## src/rtl/common_pkg.sv

```systemverilog
// Shared types and helpers for the audio mix-and-DAC path.
package common_pkg;

    typedef logic signed [15:0] audio_sample_t;

    typedef enum logic [1:0] {
        IDLE,
        SUM,
        SAT,
        FADE
    } mixer_state_t;

    function automatic int unsigned AUDIO_UNITY_GAIN(input int unsigned gain_width);
        return 32'd1 << (gain_width - 1);
    endfunction

endpackage

```

## src/rtl/audio_ds_dac.sv

```systemverilog
// Delta-sigma bitstream generator for the mixed sample.
// First order by default; AUDIO_MIXER_DS2_EN selects a second-order error-feedback loop.
module audio_ds_dac (
    input  logic               clk_i,
    input  logic               reset_n_i,
    input  logic signed [15:0] dac_i,
    output logic               dac_o
);

`ifdef AUDIO_MIXER_DS2_EN
    localparam logic signed [21:0] LIM_HI = 22'sd524287;
    localparam logic signed [21:0] LIM_LO = -22'sd524288;

    logic signed [19:0] int1;
    logic signed [19:0] int2;
    logic signed [21:0] fb;
    logic signed [21:0] sum1;
    logic signed [21:0] sum2;

    // Clamp keeps a full-scale input from wrapping the integrators.
    function automatic logic signed [19:0] clip20(input logic signed [21:0] v);
        if (v > LIM_HI) return 20'sh7ffff;
        if (v < LIM_LO) return -20'sh80000;
        return v[19:0];
    endfunction

    always_comb begin
        fb   = dac_o ? 22'sd32768 : -22'sd32768;
        sum1 = 22'(int1) + 22'(dac_i) - fb;
        sum2 = 22'(int2) + 22'(int1) - fb;
    end

    always_ff @(posedge clk_i or negedge reset_n_i) begin
        if (!reset_n_i) begin
            int1  <= '0;
            int2  <= '0;
            dac_o <= 1'b0;
        end else begin
            int1  <= clip20(sum1);
            int2  <= clip20(sum2);
            dac_o <= (clip20(sum2) > 20'sd0);
        end
    end
`else
    logic [16:0] acc17;
    logic [15:0] u;

    assign u = $unsigned(dac_i) + 16'h8000;

    always_ff @(posedge clk_i or negedge reset_n_i) begin
        if (!reset_n_i) acc17 <= '0;
        else            acc17 <= {1'b0, acc17[15:0]} + {1'b0, u};
    end

    assign dac_o = acc17[16];
`endif

endmodule

```

## src/rtl/audio_mixer_dac.sv

```systemverilog
// Time-multiplexed gain mixer with saturation, fade ramp and delta-sigma output.
// Define AUDIO_MIXER_DS2_EN for the second-order modulator in audio_ds_dac.
module audio_mixer_dac
    import common_pkg::*;
#(
    parameter int unsigned CHANNELS     = 4,
    parameter int unsigned SAMPLE_WIDTH = 16,
    parameter int unsigned GAIN_WIDTH   = 4,
    parameter int unsigned FADE_WIDTH   = 6
) (
    input  logic                             clk_i,
    input  logic                             reset_n_i,
    input  logic                             sample_en_i,
    input  logic [CHANNELS*SAMPLE_WIDTH-1:0] ch_data_i,
    input  logic                             gain_wr_i,
    input  logic [$clog2(CHANNELS)-1:0]      gain_sel_i,
    input  logic [GAIN_WIDTH-1:0]            gain_data_i,
    input  logic                             mute_i,
    output logic signed [15:0]               mix_o,
    output logic                             mix_valid_o,
    output logic                             busy_o,
    output logic                             clip_o,
    output logic                             overrun_o,
    output logic                             dac_o
);

    localparam int unsigned SEL_W  = $clog2(CHANNELS);
    localparam int unsigned PROD_W = SAMPLE_WIDTH + GAIN_WIDTH + 1;
    localparam int unsigned ACC_W  = PROD_W + SEL_W;
    localparam int unsigned FULL_W = 17 + FADE_WIDTH;
    localparam logic [FADE_WIDTH-1:0] LEVEL_MAX = '1;
    localparam logic [GAIN_WIDTH-1:0] UNITY = GAIN_WIDTH'(AUDIO_UNITY_GAIN(GAIN_WIDTH));
    localparam logic signed [ACC_W-1:0] SAT_HI = ACC_W'(32767);
    localparam logic signed [ACC_W-1:0] SAT_LO = ACC_W'(-32768);

    logic [GAIN_WIDTH-1:0]          gain    [CHANNELS];
    logic [GAIN_WIDTH-1:0]          gain_sh [CHANNELS];
    logic signed [SAMPLE_WIDTH-1:0] data_sh [CHANNELS];
    logic signed [ACC_W-1:0]        acc;
    logic [SEL_W-1:0]               ch_idx;
    logic [FADE_WIDTH-1:0]          level;
    mixer_state_t                   state;

    logic signed [PROD_W-1:0] prod;
    logic signed [ACC_W-1:0]  scaled;
    logic signed [FULL_W-1:0] faded_full;
    audio_sample_t            sat_val;
    audio_sample_t            faded;
    logic                     clamped;

    always_comb begin
        prod       = PROD_W'(data_sh[ch_idx]) * PROD_W'($signed({1'b0, gain_sh[ch_idx]}));
        scaled     = acc >>> (GAIN_WIDTH - 1);
        clamped    = 1'b0;
        sat_val    = scaled[15:0];
        if (scaled > SAT_HI) begin
            sat_val = 16'sh7fff;
            clamped = 1'b1;
        end else if (scaled < SAT_LO) begin
            sat_val = -16'sh8000;
            clamped = 1'b1;
        end
        faded_full = FULL_W'(sat_val) * FULL_W'($signed({1'b0, level}));
        // Full level bypasses the multiply so unity passes the sample bit-exact.
        faded      = (level == LEVEL_MAX) ? sat_val : audio_sample_t'(faded_full >>> FADE_WIDTH);
    end

    always_ff @(posedge clk_i or negedge reset_n_i) begin
        if (!reset_n_i) begin
            for (int unsigned k = 0; k < CHANNELS; k++) gain[k] <= UNITY;
        end else if (gain_wr_i && (32'(gain_sel_i) < CHANNELS)) begin
            gain[gain_sel_i] <= gain_data_i;
        end
    end

    always_ff @(posedge clk_i or negedge reset_n_i) begin
        if (!reset_n_i) begin
            state       <= IDLE;
            acc         <= '0;
            ch_idx      <= '0;
            level       <= '0;
            mix_o       <= '0;
            mix_valid_o <= 1'b0;
            busy_o      <= 1'b0;
            clip_o      <= 1'b0;
            overrun_o   <= 1'b0;
            for (int unsigned k = 0; k < CHANNELS; k++) begin
                data_sh[k] <= '0;
                gain_sh[k] <= UNITY;
            end
        end else begin
            mix_valid_o <= 1'b0;
            clip_o      <= 1'b0;
            if (sample_en_i && busy_o) overrun_o <= 1'b1;
            case (state)
                IDLE: if (sample_en_i) begin
                    for (int unsigned k = 0; k < CHANNELS; k++) begin
                        data_sh[k] <= ch_data_i[k*SAMPLE_WIDTH +: SAMPLE_WIDTH];
                        gain_sh[k] <= gain[k];
                    end
                    acc    <= '0;
                    ch_idx <= '0;
                    busy_o <= 1'b1;
                    state  <= SUM;
                end
                SUM: begin
                    acc <= acc + ACC_W'(prod);
                    if (ch_idx == SEL_W'(CHANNELS - 1)) state  <= SAT;
                    else                                ch_idx <= ch_idx + SEL_W'(1);
                end
                // Result is registered here so mix_valid_o is visible during FADE.
                SAT: begin
                    mix_o       <= faded;
                    clip_o      <= clamped;
                    mix_valid_o <= 1'b1;
                    state       <= FADE;
                end
                FADE: begin
                    if (mute_i) begin
                        if (level != '0) level <= level - 1'b1;
                    end else if (level != LEVEL_MAX) begin
                        level <= level + 1'b1;
                    end
                    busy_o <= 1'b0;
                    state  <= IDLE;
                end
                default: state <= IDLE;
            endcase
        end
    end

    audio_ds_dac u_dac (
        .clk_i     (clk_i),
        .reset_n_i (reset_n_i),
        .dac_i     (mix_o),
        .dac_o     (dac_o)
    );

endmodule

```

## config.mk

```make
export PLATFORM = sky130hd
export DESIGN_NAME = audio_mixer_dac
export DESIGN_NICKNAME = d
export VERILOG_FILES = /design/src/rtl/common_pkg.sv /design/src/rtl/audio_ds_dac.sv /design/src/rtl/audio_mixer_dac.sv
export SDC_FILE = /design/constraint.sdc
export NUM_CORES = 1
export LEC_CHECK = 0
export BUFFER_PORTS_ARGS = -buffer_cell sky130_fd_sc_hd__buf_2
export CORE_MARGIN = 3
export CORE_UTILIZATION = 50
export CTS_BUF_LIST = sky130_fd_sc_hd__clkbuf_8
export DETAILED_ROUTE_END_ITERATION = 8
export PLACE_DENSITY = 0.73
export SLEW_MARGIN = 20
export SYNTH_ARGS = -nofsm -noshare
export SYNTH_HDL_FRONTEND = slang
export SYNTH_SLANG_ARGS = --single-unit
export TNS_END_PERCENT = 20
```

## constraint.sdc

```tcl
create_clock -name clk_i -period 6 [get_ports clk_i]
set_input_delay 0.6 -clock clk_i [delete_from_list [all_inputs] [get_ports clk_i]]
set_output_delay 0.6 -clock clk_i [all_outputs]
set_load 0.1 [all_outputs]
```

== Word-level counts from Yosys, hierarchy flattened ==
Cells that the tools add are included.

* Bits in registers: 166
* Memory bits (writable): 0
* Latch bits: 0
* Output and inout port bits: 21
* Memories: 0
* Logic and storage cells: 89
* Bits of input ports: 75
* ROM bits: 0

* Div/mod/pow operators: 0
* $mul: 2
* Shifts and indexed selects: 0
* Bitwise logic cells: 2
* Reductions and logical operators: 13
* Mux-type cells: 29
* Order comparisons: 5
* Add/subtract/negate cells: 6
* Eq/ne operators: 10

{| class="wikitable"
|+ Operators with widths
! operator !! count
|-
| $mux W16 || 5
|-
| $pmux W23 S2 || 1
|-
| $bmux W16 S2 || 1
|-
| $add A23 B21 Y23 || 1
|-
| $mux W23 || 1
|-
| $mul A16 B7 Y22 || 1
|-
| $mul A16 B5 Y21 || 1
|-
| $gt A20 B16 Y1 const B || 1
|-
| $lt A20 B16 Y1 const B || 1
|-
| $mux W6 || 3
|-
| $add A16 B16 Y17 || 1
|-
| $add A16 B16 Y16 const B || 1
|-
| $bwmux W16 || 1
|-
| $mux W4 || 3
|-
| $bmux W4 S2 || 1
|-
| $demux W4 S2 || 1
|-
| $mux W2 || 4
|-
| $pmux W2 S4 || 1
|-
| $reduce_and A2 Y1 || 4
|-
| $add A6 B1 Y6 const B || 1
|-
| $eq A2 B2 Y1 const B || 3
|-
| $eq A6 B6 Y1 const B || 1
|-
| $ge A3 B3 Y1 const B || 2
|-
| $ne A2 B2 Y1 const B || 3
|-
| 15 further kinds || 24
|}

== Longest topological paths before layout ==
Gate-level depths: netlist (run 1).

* Depth in word-level cells: 7
* Mapped depth: 22
* Gate-level depth less buffers: 22

== Modules after synthesis ==
Synthesis (run 1) repeated with hierarchy kept, for this count alone.

* Cell total of the unflattened synthesis: 1,283
* Area, all modules: 13,912.1 um^2

{| class="wikitable"
|+ By module, submodules not included
! module !! instances !! area an instance (um^2) !! seq. area each (um^2) !! cells each
|-
| audio_mixer_dac || 1 || 12,729.7 || 3,738.6 || 1,167
|-
| audio_ds_dac || 1 || 1,182.4 || 425.4 || 116
|}

== Worst setup path after synthesis (run 1) ==
No wires, ideal clock.

* Path kind: flip-flop to flip-flop
* Start point: reg acc[21]
* End point: reg mix_o[14]
* Setup slack: 280 ps
* Required time: 5,929 ps
* Clock period less this slack: 5,720 ps
* Stages on the path, launching flop included: 21
* Arrival time: 5,649 ps
* Path through: dfrtp_1 > nand3_1 > o21ai_0 > clkbuf_1 > o21a_1 > and2_1 > fa_1 > fa_1 > fa_1 > inv_1 > fa_1 > inv_1 > ha_1 > a21oi_1 > nor2b_1 > or2_2 > a31o_2 > a41oi_4 > o21ai_2 > a2111oi_2 > nand3b_1

* Longest elaborated chain between the ends: 5
* Elaborated cells between the ends (all ways): 6

{| class="wikitable"
|+ Ends and longest elaborated chain
! what !! RTL line !! RTL
|-
| start: declaration || audio_mixer_dac.sv:39 || <nowiki>logic signed [ACC_W-1:0] acc;</nowiki>
|-
| start signal: assignment || audio_mixer_dac.sv:107 || <nowiki>acc <= acc + ACC_W'(prod);</nowiki>
|-
| $lt A20 B16 Y1 || audio_mixer_dac.sv:59 || <nowiki>end else if (scaled < SAT_LO) begin</nowiki>
|-
| $mux W16 || audio_mixer_dac.sv:59 ||
|-
| $mux W16 * || audio_mixer_dac.sv:56 || <nowiki>if (scaled > SAT_HI) begin</nowiki>
|-
| $mul A16 B7 Y22 || audio_mixer_dac.sv:63 || <nowiki>faded_full = FULL_W'(sat_val) * FULL_W'($signed({1'b0, level}));</nowiki>
|-
| $mux W16 * || audio_mixer_dac.sv:65 || <nowiki>faded = (level == LEVEL_MAX) ? sat_val : audio_sample_t'(faded_full >>> FADE_WIDTH);</nowiki>
|-
| end signal: assignment || audio_mixer_dac.sv:82 || <nowiki>mix_o <= '0;</nowiki>
|-
| end signal: assignment || audio_mixer_dac.sv:113 || <nowiki>mix_o <= faded;</nowiki>
|-
| end: declaration || audio_mixer_dac.sv:19 || <nowiki>output logic signed [15:0] mix_o,</nowiki>
|}

Mark *: on every way between the ends. The rest lies on a longest branch, timed or not.
A chain may end at the register's enable or synchronous reset.

== Worst setup path in the final report (run 1) ==
* Start point: reg acc[19]
* End point: reg mix_o[14]

The elaborated chain is that of the path after synthesis.

==> flow_metrics.env, run 1 <==
export IMPL_worstReg2RegStart="acc[19]$_DFFE_PN0P_"
export IMPL_drt_iter0_drc=431
export IMPL_slew_headroom_pct=30.6
export IMPL_ios=96
export IMPL_hold_viol_final=0
export IMPL_r2r_end="mix_o[14]$_DFFE_PN0P_"
export IMPL_layout_commonest_cell="dfrtp_1"
export IMPL_syn2layout_area_growth_pct=9.96
export IMPL_crit_path_start_kind="flop"
export IMPL_grt_ovfl_total=0
export IMPL_vias=9809
export IMPL_hp_class="in2async"
export IMPL_ctsHtreeMaxLevel=4
export IMPL_synth_compound_area_share_pct=10.8
export IMPL_place_hpwl_mm=23.4
export IMPL_path_class="reg2reg"
export IMPL_n_antenna_cell=0
export IMPL_finClkSkew_ns=0.0290
export IMPL_root_buffer="clkbuf_8"
export IMPL_antenna_found_initial=1
export IMPL_fin_util_pct=56.4
export IMPL_gp_congestion=0.849
export IMPL_portBuffers=95
export IMPL_grt_max_degree=81
export IMPL_final_max_slew_viol_count=0
export IMPL_grt_util_met3_pct=3.48
export IMPL_status="finished, final reports clean"
export IMPL_setup_tns_ns=0
export IMPL_syn_num_nets=1618
export IMPL_end_kind="flop"
export IMPL_synth_top_family_by_area="adder cells"
export IMPL_rows=60
export IMPL_grt_pass1_vias=10484
export IMPL_synthAdderAreaFrac_pct=27.5
export IMPL_grt_first_pass_wirelength_mm=51.8
export IMPL_cts_hold_buffers=0
export IMPL_met1_usage_pct=28.3
export IMPL_cts_tree="built"
export IMPL_arrival_ns=6.13
export IMPL_yosysWarnings=0
export IMPL_worstPathMaxFanout=13
export IMPL_wire_per_inst_um=16.8
export IMPL_pre_cts_ws_ns=0.0392
export IMPL_nets=1711
export IMPL_core_area_um2=27300
export IMPL_synth_edff_count=0
export IMPL_synth_largest_area_cell="dfrtp_1"
export IMPL_post_cts_setup_buffers=0
export IMPL_worstMarginPinSlew_ns=1.04
export IMPL_ys_flop_type="dfrtp_1"
export IMPL_clockBufferDepth=2
export IMPL_rsz0062_at_grt="no"
export IMPL_die_x_um=173
export IMPL_crit_required_ns=6.40
export IMPL_final_period_utilization_pct=95.4
export IMPL_grt_use_met2_pct=35.8
export IMPL_clk_pin_slew_ns=0.13
export IMPL_synth_top_cell_area_share_pct=28.3
export IMPL_synth_cell_types=64
export IMPL_netlist_area_um2=14000
export IMPL_drt_pass1_iterations=7
export IMPL_cpPeakStageDelay_ns=0.56
export IMPL_synth_area_leaders="dfrtp_1 28%, fa_1 17%, ha_1 10%, mux2_2 7.7%, and2_1 6.4%"
export IMPL_die_y_um=173
export IMPL_setup_viol=0
export IMPL_postRouteAntennaNets=0
export IMPL_busiest_layer="met2"
export IMPL_totalWireLength_mm=30.0
export IMPL_worstRegToRegCells=19
export IMPL_ys_ff_latch=166
export IMPL_grt_usage_pct=20.9
export IMPL_synth_seq_area_share_pct=29.8
export IMPL_synthSimpleGateAreaFrac_pct=12.5
export IMPL_mostFrequentLayoutCells="157 x dfrtp_1, 143 x and2_1, 138 x inv_1"
export IMPL_period_needed_ns=5.73
export IMPL_max_freq_mhz=175
export IMPL_synth_xor_area_share_pct=3.44
export IMPL_cp_slowest_cell="fa_1"
export IMPL_cts_resized=0
export IMPL_dieArea_um2=30000
export IMPL_drive_above_1_share_pct=20.8
export IMPL_crit_chain="nor4_4 > nor2_2 > o21a_2 > and2_1 > fa_1 > fa_1 > fa_1 > inv_1 > fa_1 > inv_1 > ha_1 > a21oi_1 > nor2b_1 > or2_2 > a31o_2 > a41oi_4 > o21ai_2 > a2111oi_2 > nand3b_1"
export IMPL_clock_latency_ns=0.48
export IMPL_cts_made_buffers=17
export IMPL_synth_mux_area_share_pct=11.0
export IMPL_worst_path_most_repeated_cell="fa_1"
export IMPL_setup_ws_ns=0.275
export IMPL_async_reset_ff_share_pct=100
export IMPL_rrSetupSlack_ns=0.27
export IMPL_drc=0
export IMPL_start_util_pct=51.3
export IMPL_avgViaCountPerCell=5.49
export IMPL_clock_sinks=166
export IMPL_syn_area_per_cell_um2=10.7
export IMPL_cap_violations=0
export IMPL_syn_inst=1309
-- worst max-delay path by stage --
stage	from	to	slack (ns)	cells past startpoint
4_1_cts	acc[19]$_DFFE_PN0P_	mix_o[14]$_DFFE_PN0P_	0.01	19
3_3_place_gp	acc[19]$_DFFE_PN0P_	mix_o[14]$_DFFE_PN0P_	0.25	19
2_1_floorplan	acc[21]$_DFFE_PN0P_	mix_o[14]$_DFFE_PN0P_	0.28	20
6_report	acc[19]$_DFFE_PN0P_	mix_o[14]$_DFFE_PN0P_	0.27	19
5_1_grt	acc[19]$_DFFE_PN0P_	mix_o[14]$_DFFE_PN0P_	0.009	19
3_5_place_dp	acc[19]$_DFFE_PN0P_	mix_o[14]$_DFFE_PN0P_	0.04	19
-- per-layer routing --
metal | vias to the layer above | routed length, µm
met5 | - | 7
met4 | 2 | 261
met3 | 24 | 1310
met2 | 201 | 14700
met1 | 4929 | 13700
li1 | 4653 | -
-- registers in the layout, indices dropped and copies added (netlist names) --
name         flops
data_sh         64
acc             23
u_dac.acc17     17
gain            16
gain_sh         16
mix_o           16
level            6
ch_idx           2
state            2
busy_o           1
clip_o           1
mix_valid_o      1
overrun_o        1
-- cell families after synthesis --
family | count (synthesis)
AO/OA/AOI/OAI | 225
XOR/XNOR | 55
adder cells (fa/ha/maj) | 234
buffers and inverters | 182
flip-flops | 166
multiplexers | 117
AND/OR/NAND/NOR | 330
-- synthesized netlist by cell type, types with 3 or more instances --
cell type	n
and2_1	143
xnor2_1	37
a22o_1	7
a31oi_1	16
nor3_1	12
ha_1	112
fa_1	122
o221ai_1	4
nand3_1	11
o22ai_1	3
nand4_1	7
o21a_1	18
dfrtp_1	158
a21oi_1	52
nor4_1	5
dfstp_2	8
a21o_1	20
or3_1	4
inv_1	138
nand3b_1	3
nand2b_1	8
nor2_1	30
mux2_2	96
a311oi_1	3
o21bai_1	6
and3_1	8
clkbuf_1	35
mux4_2	20
buf_1	7
o31a_1	3
xor2_1	18
nand2_1	85
a211oi_1	7
o21ai_0	55
a2111oi_0	3
nor2b_1	10
o31ai_1	4
-- layout make-up --
type                    instances  area [µm²]
fillers                      2344       11900
multi-input cells             961        9170
flip-flops and latches        166        4170
repair buffers                118         654
inverters                     138         518
well taps                     372         465
clock buffers                  18         248
clock inverters                14         154
-- metrics by stage --
stage / cell area, µm² / hold slack (ns) / std cells
after global routing: 15400 / 0.0831 / 1787
after detailed placement: 14900 / 0.446 / 1755
after global placement: 14900 / 0.439 / 1755
after CTS: 15300 / 0.0757 / 1787
final: 15400 / 0.0778 / 1787
after floorplan: 14000 / 0.304 / 1309
-- worst max-delay path, delay by kind of cell (launching register included) --
| family | cells | cell delay [ns] |
|---|---|---|
| compound gates | 6 | 1.47 |
| fa+ha+maj | 5 | 2.43 |
| buf+inv | 2 | 0.09 |
| flops | 1 | 0.47 |
| simple gates | 6 | 1.21 |
Power of run 1 is left out: the tool's default activity adds up to more than one toggle a clock period on the data nets, which glitch-free logic cannot reach.
==> run 2: changes to the inputs <==
--- a/config.mk
+++ b/config.mk
@@ -5,6 +5,7 @@
 export SDC_FILE = /design/constraint.sdc
 export NUM_CORES = 1
 export LEC_CHECK = 0
+export ABC_AREA = 1
 export BUFFER_PORTS_ARGS = -buffer_cell sky130_fd_sc_hd__buf_2
 export CORE_MARGIN = 3
 export CORE_UTILIZATION = 50
==> flow_metrics.env, run 2 <==
export IMPL_drive_above_1_share_pct=9.18
export IMPL_synth_xor_area_share_pct=2.21
export IMPL_rsz0062_at_grt="no"
export IMPL_hp_class="in2async"
export IMPL_clk_pin_slew_ns=0.11
export IMPL_ctsHtreeMaxLevel=4
export IMPL_ys_flop_type="dfrtp_1"
export IMPL_syn_area_per_cell_um2=8.02
export IMPL_grt_first_pass_wirelength_mm=59.0
export IMPL_synth_area_leaders="dfrtp_1 28%, fa_1 18%, nand2_1 13%, ha_1 10%, inv_1 5.9%"
export IMPL_worstMarginPinSlew_ns=0.887
export IMPL_cts_made_buffers=17
export IMPL_final_max_slew_viol_count=0
export IMPL_nFillCells=2513
export IMPL_vias=11720
export IMPL_synth_top_cell_area_share_pct=28.5
export IMPL_synthSimpleGateAreaFrac_pct=20.7
export IMPL_syn2layout_area_growth_pct=9.31
export IMPL_worstPathMaxFanout=10
export IMPL_die_x_um=173
export IMPL_end_kind="flop"
export IMPL_rows=60
export IMPL_rrSetupSlack_ns=0.31
export IMPL_antenna_found_initial=0
export IMPL_cts_hold_buffers=0
export IMPL_synth_seq_area_share_pct=30.0
export IMPL_cts_resized=0
export IMPL_async_reset_ff_share_pct=100
export IMPL_fin_cells=2203
export IMPL_worstReg2RegStart="acc[22]$_DFFE_PN0P_"
export IMPL_gp_congestion=0.908
export IMPL_dieArea_um2=29800
export IMPL_clock_latency_ns=0.49
export IMPL_yosysWarnings=0
export IMPL_crit_required_ns=6.37
export IMPL_timing_hold_ws_ns=0.0709
export IMPL_die_y_um=173
export IMPL_drc=0
export IMPL_max_freq_mhz=176
export IMPL_postRouteAntennaNets=0
export IMPL_synth_cell_types=42
export IMPL_syn_num_nets=2042
export IMPL_nets=2127
export IMPL_largestRegisters="data_sh x64, acc x23, u_dac.acc17 x17"
export IMPL_fin_util_pct=56.0
export IMPL_mostFrequentLayoutCells="483 x nand2_1, 218 x inv_1, 196 x nor2_1"
export IMPL_arrival_ns=6.06
export IMPL_grt_max_degree=82
export IMPL_drt_pass1_iterations=5
export IMPL_cts_tree="built"
export IMPL_largest_register_ffs=64
export IMPL_layout_commonest_cell="nand2_1"
export IMPL_setup_viol=0
export IMPL_core_area_um2=27100
export IMPL_synth_largest_area_cell="dfrtp_1"
export IMPL_start_util_pct=51.3
export IMPL_ys_ff_latch=166
export IMPL_portBuffers=95
export IMPL_slew_headroom_pct=40.9
export IMPL_hold_viol_final=0
export IMPL_place_hpwl_mm=27.2
export IMPL_synth_compound_area_share_pct=12.1
export IMPL_grt_usage_pct=24.0
export IMPL_root_buffer="clkbuf_8"
export IMPL_synthAdderAreaFrac_pct=27.7
export IMPL_totalWireLength_mm=35.0
export IMPL_n_antenna_cell=0
export IMPL_netlist_area_um2=13900
export IMPL_syn_inst=1733
export IMPL_finClkSkew_ns=0.0262
export IMPL_synth_edff_count=0
export IMPL_cap_violations=0
export IMPL_drt_iter0_drc=1016
export IMPL_period_needed_ns=5.69
export IMPL_synth_common_cells="484 x nand2_1, 218 x inv_1, 196 x nor2_1"
export IMPL_avgViaCountPerCell=5.32
export IMPL_dp_cells=2171
export IMPL_top_register="data_sh"
export IMPL_grt_pass1_vias=11732
export IMPL_clockBufferDepth=2
export IMPL_status="finished, final reports clean"
export IMPL_setup_tns_ns=0
export IMPL_worstRegToRegCells=21
export IMPL_post_cts_setup_buffers=0
export IMPL_synth_top_family_by_area="adder cells"
export IMPL_wire_per_inst_um=15.9
export IMPL_crit_path_start_kind="flop"
export IMPL_path_class="reg2reg"
export IMPL_ios=96
export IMPL_yosysMostFrequentCell="nand2_1"
export IMPL_synth_mux_area_share_pct=0
export IMPL_r2r_end="mix_o[10]$_DFFE_PN0P_"
export IMPL_clock_sinks=166
export IMPL_grt_ovfl_total=0
export IMPL_final_period_utilization_pct=94.8
## run 2: changes by cell type after synthesis, moves of 39 or more
| cell | before | now |
|---|---|---|
| nand2_1 | 85 | 484 |
| o21ai_0 | 55 | 94 |
| mux2_2 | 96 | 0 |
| nor2_1 | 30 | 196 |
| inv_1 | 138 | 218 |
| a21oi_1 | 52 | 115 |
| and2_1 | 143 | 1 |
## run 2: worst max path at each step
| stage | start | end | slack [ns] | cells after the start |
|---|---|---|---|---|
| finish | acc[22]$_DFFE_PN0P_ | mix_o[10]$_DFFE_PN0P_ | 0.31 | 21 |
| global route | acc[20]$_DFFE_PN0P_ | mix_o[11]$_DFFE_PN0P_ | 0.02 | 24 |
| CTS | acc[22]$_DFFE_PN0P_ | mix_o[10]$_DFFE_PN0P_ | 0.39 | 21 |
| detailed placement | acc[22]$_DFFE_PN0P_ | mix_o[10]$_DFFE_PN0P_ | 0.41 | 21 |
| global placement | acc[22]$_DFFE_PN0P_ | mix_o[10]$_DFFE_PN0P_ | 0.53 | 21 |
| floorplan | acc[22]$_DFFE_PN0P_ | mix_o[5]$_DFFE_PN0P_ | 0.97 | 24 |
## run 2: worst max-delay path, cell delays in order (launching register included)
cell	delay, ns
dfrtp_1	0.59
inv_1	0.11
nand2_1	0.21
inv_1	0.13
o21ai_1	0.56
nor2_1	0.15
fa_1	0.59
fa_1	0.45
fa_1	0.54
inv_1	0.05
fa_1	0.52
inv_1	0.04
ha_1	0.34
a21oi_1	0.27
o21ai_0	0.14
a21oi_1	0.13
nand2_1	0.17
nand2_1	0.10
nand2_1	0.06
xor2_1	0.13
o21ai_0	0.21
nand2_1	0.08
## run 2: layer usage
| metal | vias up | global-route usage (%) | share of wire, % |
|---|---|---|---|
| li1 | 5680 | - | - |
| met1 | 5645 | 34.6 | 46 |
| met2 | 349 | 38.5 | 46 |
| met3 | 46 | 4.15 | 5.8 |
| met4 | 0 | 5.20 | 1.3 |
| met5 | - | 0 | 0 |
## run 2: final cells by class
| class | instances | area (µm²) | area share, % |
|---|---|---|---|
| flip-flops and latches | 166 | 4160 | 27.4 |
| clock inverters | 15 | 149 | 0.981 |
| well taps | 372 | 465 | 3.07 |
| inverters | 226 | 848 | 5.59 |
| multi-input cells | 1293 | 8700 | 57.3 |
| clock buffers | 17 | 234 | 1.54 |
| repair buffers | 114 | 624 | 4.11 |
## run 2: cell families after synthesis
family	count (synthesis)
DFF	166
xor gates and xnor gates	35
adders and majority gates	234
AOI/OAI and AO/OA	288
buffers and inverters	274
and+or+nand+nor	736
## run 2: metrics by stage
step,worst slack (ns),area [µm²]
3_3_place_gp,0.533,14800
2_1_floorplan,0.973,13900
6_report,0.311,15200
5_1_grt,0.0195,15200
3_5_place_dp,0.410,14800
4_1_cts,0.393,15200
Power of run 2 is left out for the same reason.
==> run 3: changes to the inputs <==
--- a/config.mk
+++ b/config.mk
@@ -11,7 +11,9 @@
 export CORE_UTILIZATION = 50
 export CTS_BUF_LIST = sky130_fd_sc_hd__clkbuf_8
 export DETAILED_ROUTE_END_ITERATION = 8
-export PLACE_DENSITY = 0.73
+export PLACE_DENSITY = 0.71
+export SETUP_SLACK_MARGIN = 0.3
+export SKIP_LAST_GASP = 1
 export SLEW_MARGIN = 20
 export SYNTH_ARGS = -nofsm -noshare
 export SYNTH_HDL_FRONTEND = slang
==> flow_metrics.env, run 3 (same netlist as run 2, synthesis figures left out) <==
export IMPL_drt_iter0_drc=1055
export IMPL_end_kind="flop"
export IMPL_cts_made_buffers=17
export IMPL_grt_ovfl_total=0
export IMPL_clockBufferDepth=2
export IMPL_clock_latency_ns=0.48
export IMPL_hp_class="in2async"
export IMPL_top_register="data_sh"
export IMPL_ios=96
export IMPL_arrival_ns=5.74
export IMPL_area_sequential_um2=4170
export IMPL_wire_per_inst_um=15.7
export IMPL_nFillCells=2544
export IMPL_final_max_slew_viol_count=0
export IMPL_clk_pin_slew_ns=0.10
export IMPL_crit_required_ns=6.35
export IMPL_grt_usage_pct=23.8
export IMPL_grt_pass1_vias=11722
export IMPL_grt_max_degree=82
export IMPL_cts_tree="built"
export IMPL_n_antenna_cell=0
export IMPL_max_freq_mhz=185
export IMPL_grt_first_pass_wirelength_mm=58.4
export IMPL_hold_viol_final=0
export IMPL_vias=11647
export IMPL_portBuffers=95
export IMPL_rows=60
export IMPL_core_area_um2=27100
export IMPL_mostFrequentLayoutCells="482 x nand2_1, 219 x inv_1, 196 x nor2_1"
export IMPL_period_needed_ns=5.39
export IMPL_worstRegToRegCells=18
export IMPL_multi_input_area_um2=8740
export IMPL_path_class="reg2reg"
export IMPL_die_x_um=173
export IMPL_slew_headroom_pct=44.9
export IMPL_final_period_utilization_pct=89.9
export IMPL_cap_violations=0
export IMPL_setup_tns_ns=0
export IMPL_layout_commonest_cell="nand2_1"
export IMPL_cts_hold_buffers=0
export IMPL_largest_register_ffs=64
export IMPL_postRouteAntennaNets=0
export IMPL_antenna_found_initial=0
export IMPL_finClkSkew_ns=0.0246
export IMPL_largestRegisters="data_sh x64, acc x23, u_dac.acc17 x17"
export IMPL_status="finished, final reports clean"
export IMPL_rsz0062_at_grt="yes"
export IMPL_syn2layout_area_growth_pct=9.72
export IMPL_dieArea_um2=29800
export IMPL_totalWireLength_mm=34.6
export IMPL_root_buffer="clkbuf_8"
export IMPL_crit_path_start_kind="flop"
export IMPL_ctsHtreeMaxLevel=4
export IMPL_gp_congestion=0.920
export IMPL_drt_pass1_iterations=5
export IMPL_setup_viol=0
export IMPL_avgViaCountPerCell=5.28
export IMPL_start_util_pct=51.3
export IMPL_clock_sinks=166
export IMPL_worstMarginPinSlew_ns=0.827
export IMPL_worstPathMaxFanout=30
export IMPL_drive_above_1_share_pct=9.77
export IMPL_nets=2129
export IMPL_place_hpwl_mm=26.9
export IMPL_die_y_um=173
export IMPL_drc=0
==> run 3: cell types whose count changed in the layout (fill, tap and decap cells not counted), moves of 2 or more <==
| cell | change |
|---|---|
| a21oi_1 | -5 |
| a21oi_2 | +5 |
| inv_8 | -5 |
| buf_4 | +2 |
| clkinv_2 | +2 |
| clkinvlp_4 | +2 |
==> run 3: final timing paths <==
kind	from	endpoint	slack, ns
max in group asynchronous	reset_n_i	gain[6]$_DFFE_PN0P_	4.64
min	reset_n_i	mix_o[12]$_DFFE_PN0P_	0.10
max reg2reg	ch_idx[0]$_DFFE_PN0P_	acc[13]$_DFFE_PN0P_	0.61
max	ch_idx[0]$_DFFE_PN0P_	acc[13]$_DFFE_PN0P_	0.61
min reg2reg	overrun_o$_DFFE_PN0P_	overrun_o$_DFFE_PN0P_	0.46
min in group clk_i	ch_data_i[4]	data_sh[52]$_DFFE_PN0P_	0.30
==> run 3: layout make-up <==
class / instances / area share [%]
Clock buffer: 18 / 1.63
Clock inverter: 14 / 0.837
Inverter: 226 / 5.59
Multi-Input combinational cell: 1293 / 57.4
Sequential cell: 166 / 27.3
Tap cell: 372 / 3.05
Timing Repair Buffer: 116 / 4.20
==> run 3: worst max-delay path: stages (launching register included) <==
cell	delay (ns)
dfrtp_1	0.39
inv_1	0.31
buf_4	0.39
nand2_1	0.10
a32oi_1	0.48
nand2_1	0.25
fa_1	0.59
fa_1	0.44
fa_1	0.55
inv_1	0.04
ha_1	0.37
a21oi_1	0.25
nand2_1	0.16
a21oi_1	0.18
inv_1	0.09
a21oi_1	0.22
inv_1	0.09
o21ai_0	0.23
o21ai_0	0.13
==> run 3: metrics by stage <==
stage               setup WS, ns  hold WS [ns]  util [%]  cell area (µm²)  std cells
floorplan                  0.973         0.304         -            13900       1733
global placement           0.550         0.435      54.6            14800       2170
detailed placement         0.454         0.444      54.6            14800       2170
CTS                        0.424         0.102      56.0            15200       2202
global route               0.253         0.130      56.2            15200       2205
finish                     0.609         0.100      56.2            15200       2205
==> run 3: layer usage <==
metal | global-route usage [%] | up-vias | wire (µm)
li1 | - | 5678 | -
met1 | 33.5 | 5624 | 16100
met2 | 37.5 | 300 | 15700
met3 | 5.38 | 45 | 2170
met4 | 6.28 | 0 | 574
met5 | 0 | - | 0
==> run 3: repair_timing <==
action | 4_1_cts | 5_1_grt
buffers inserted | 0 | 3
gates resized for setup | 0 | 12
setup endpoints to repair | 0 | 11
Power of run 3 is left out for the same reason.
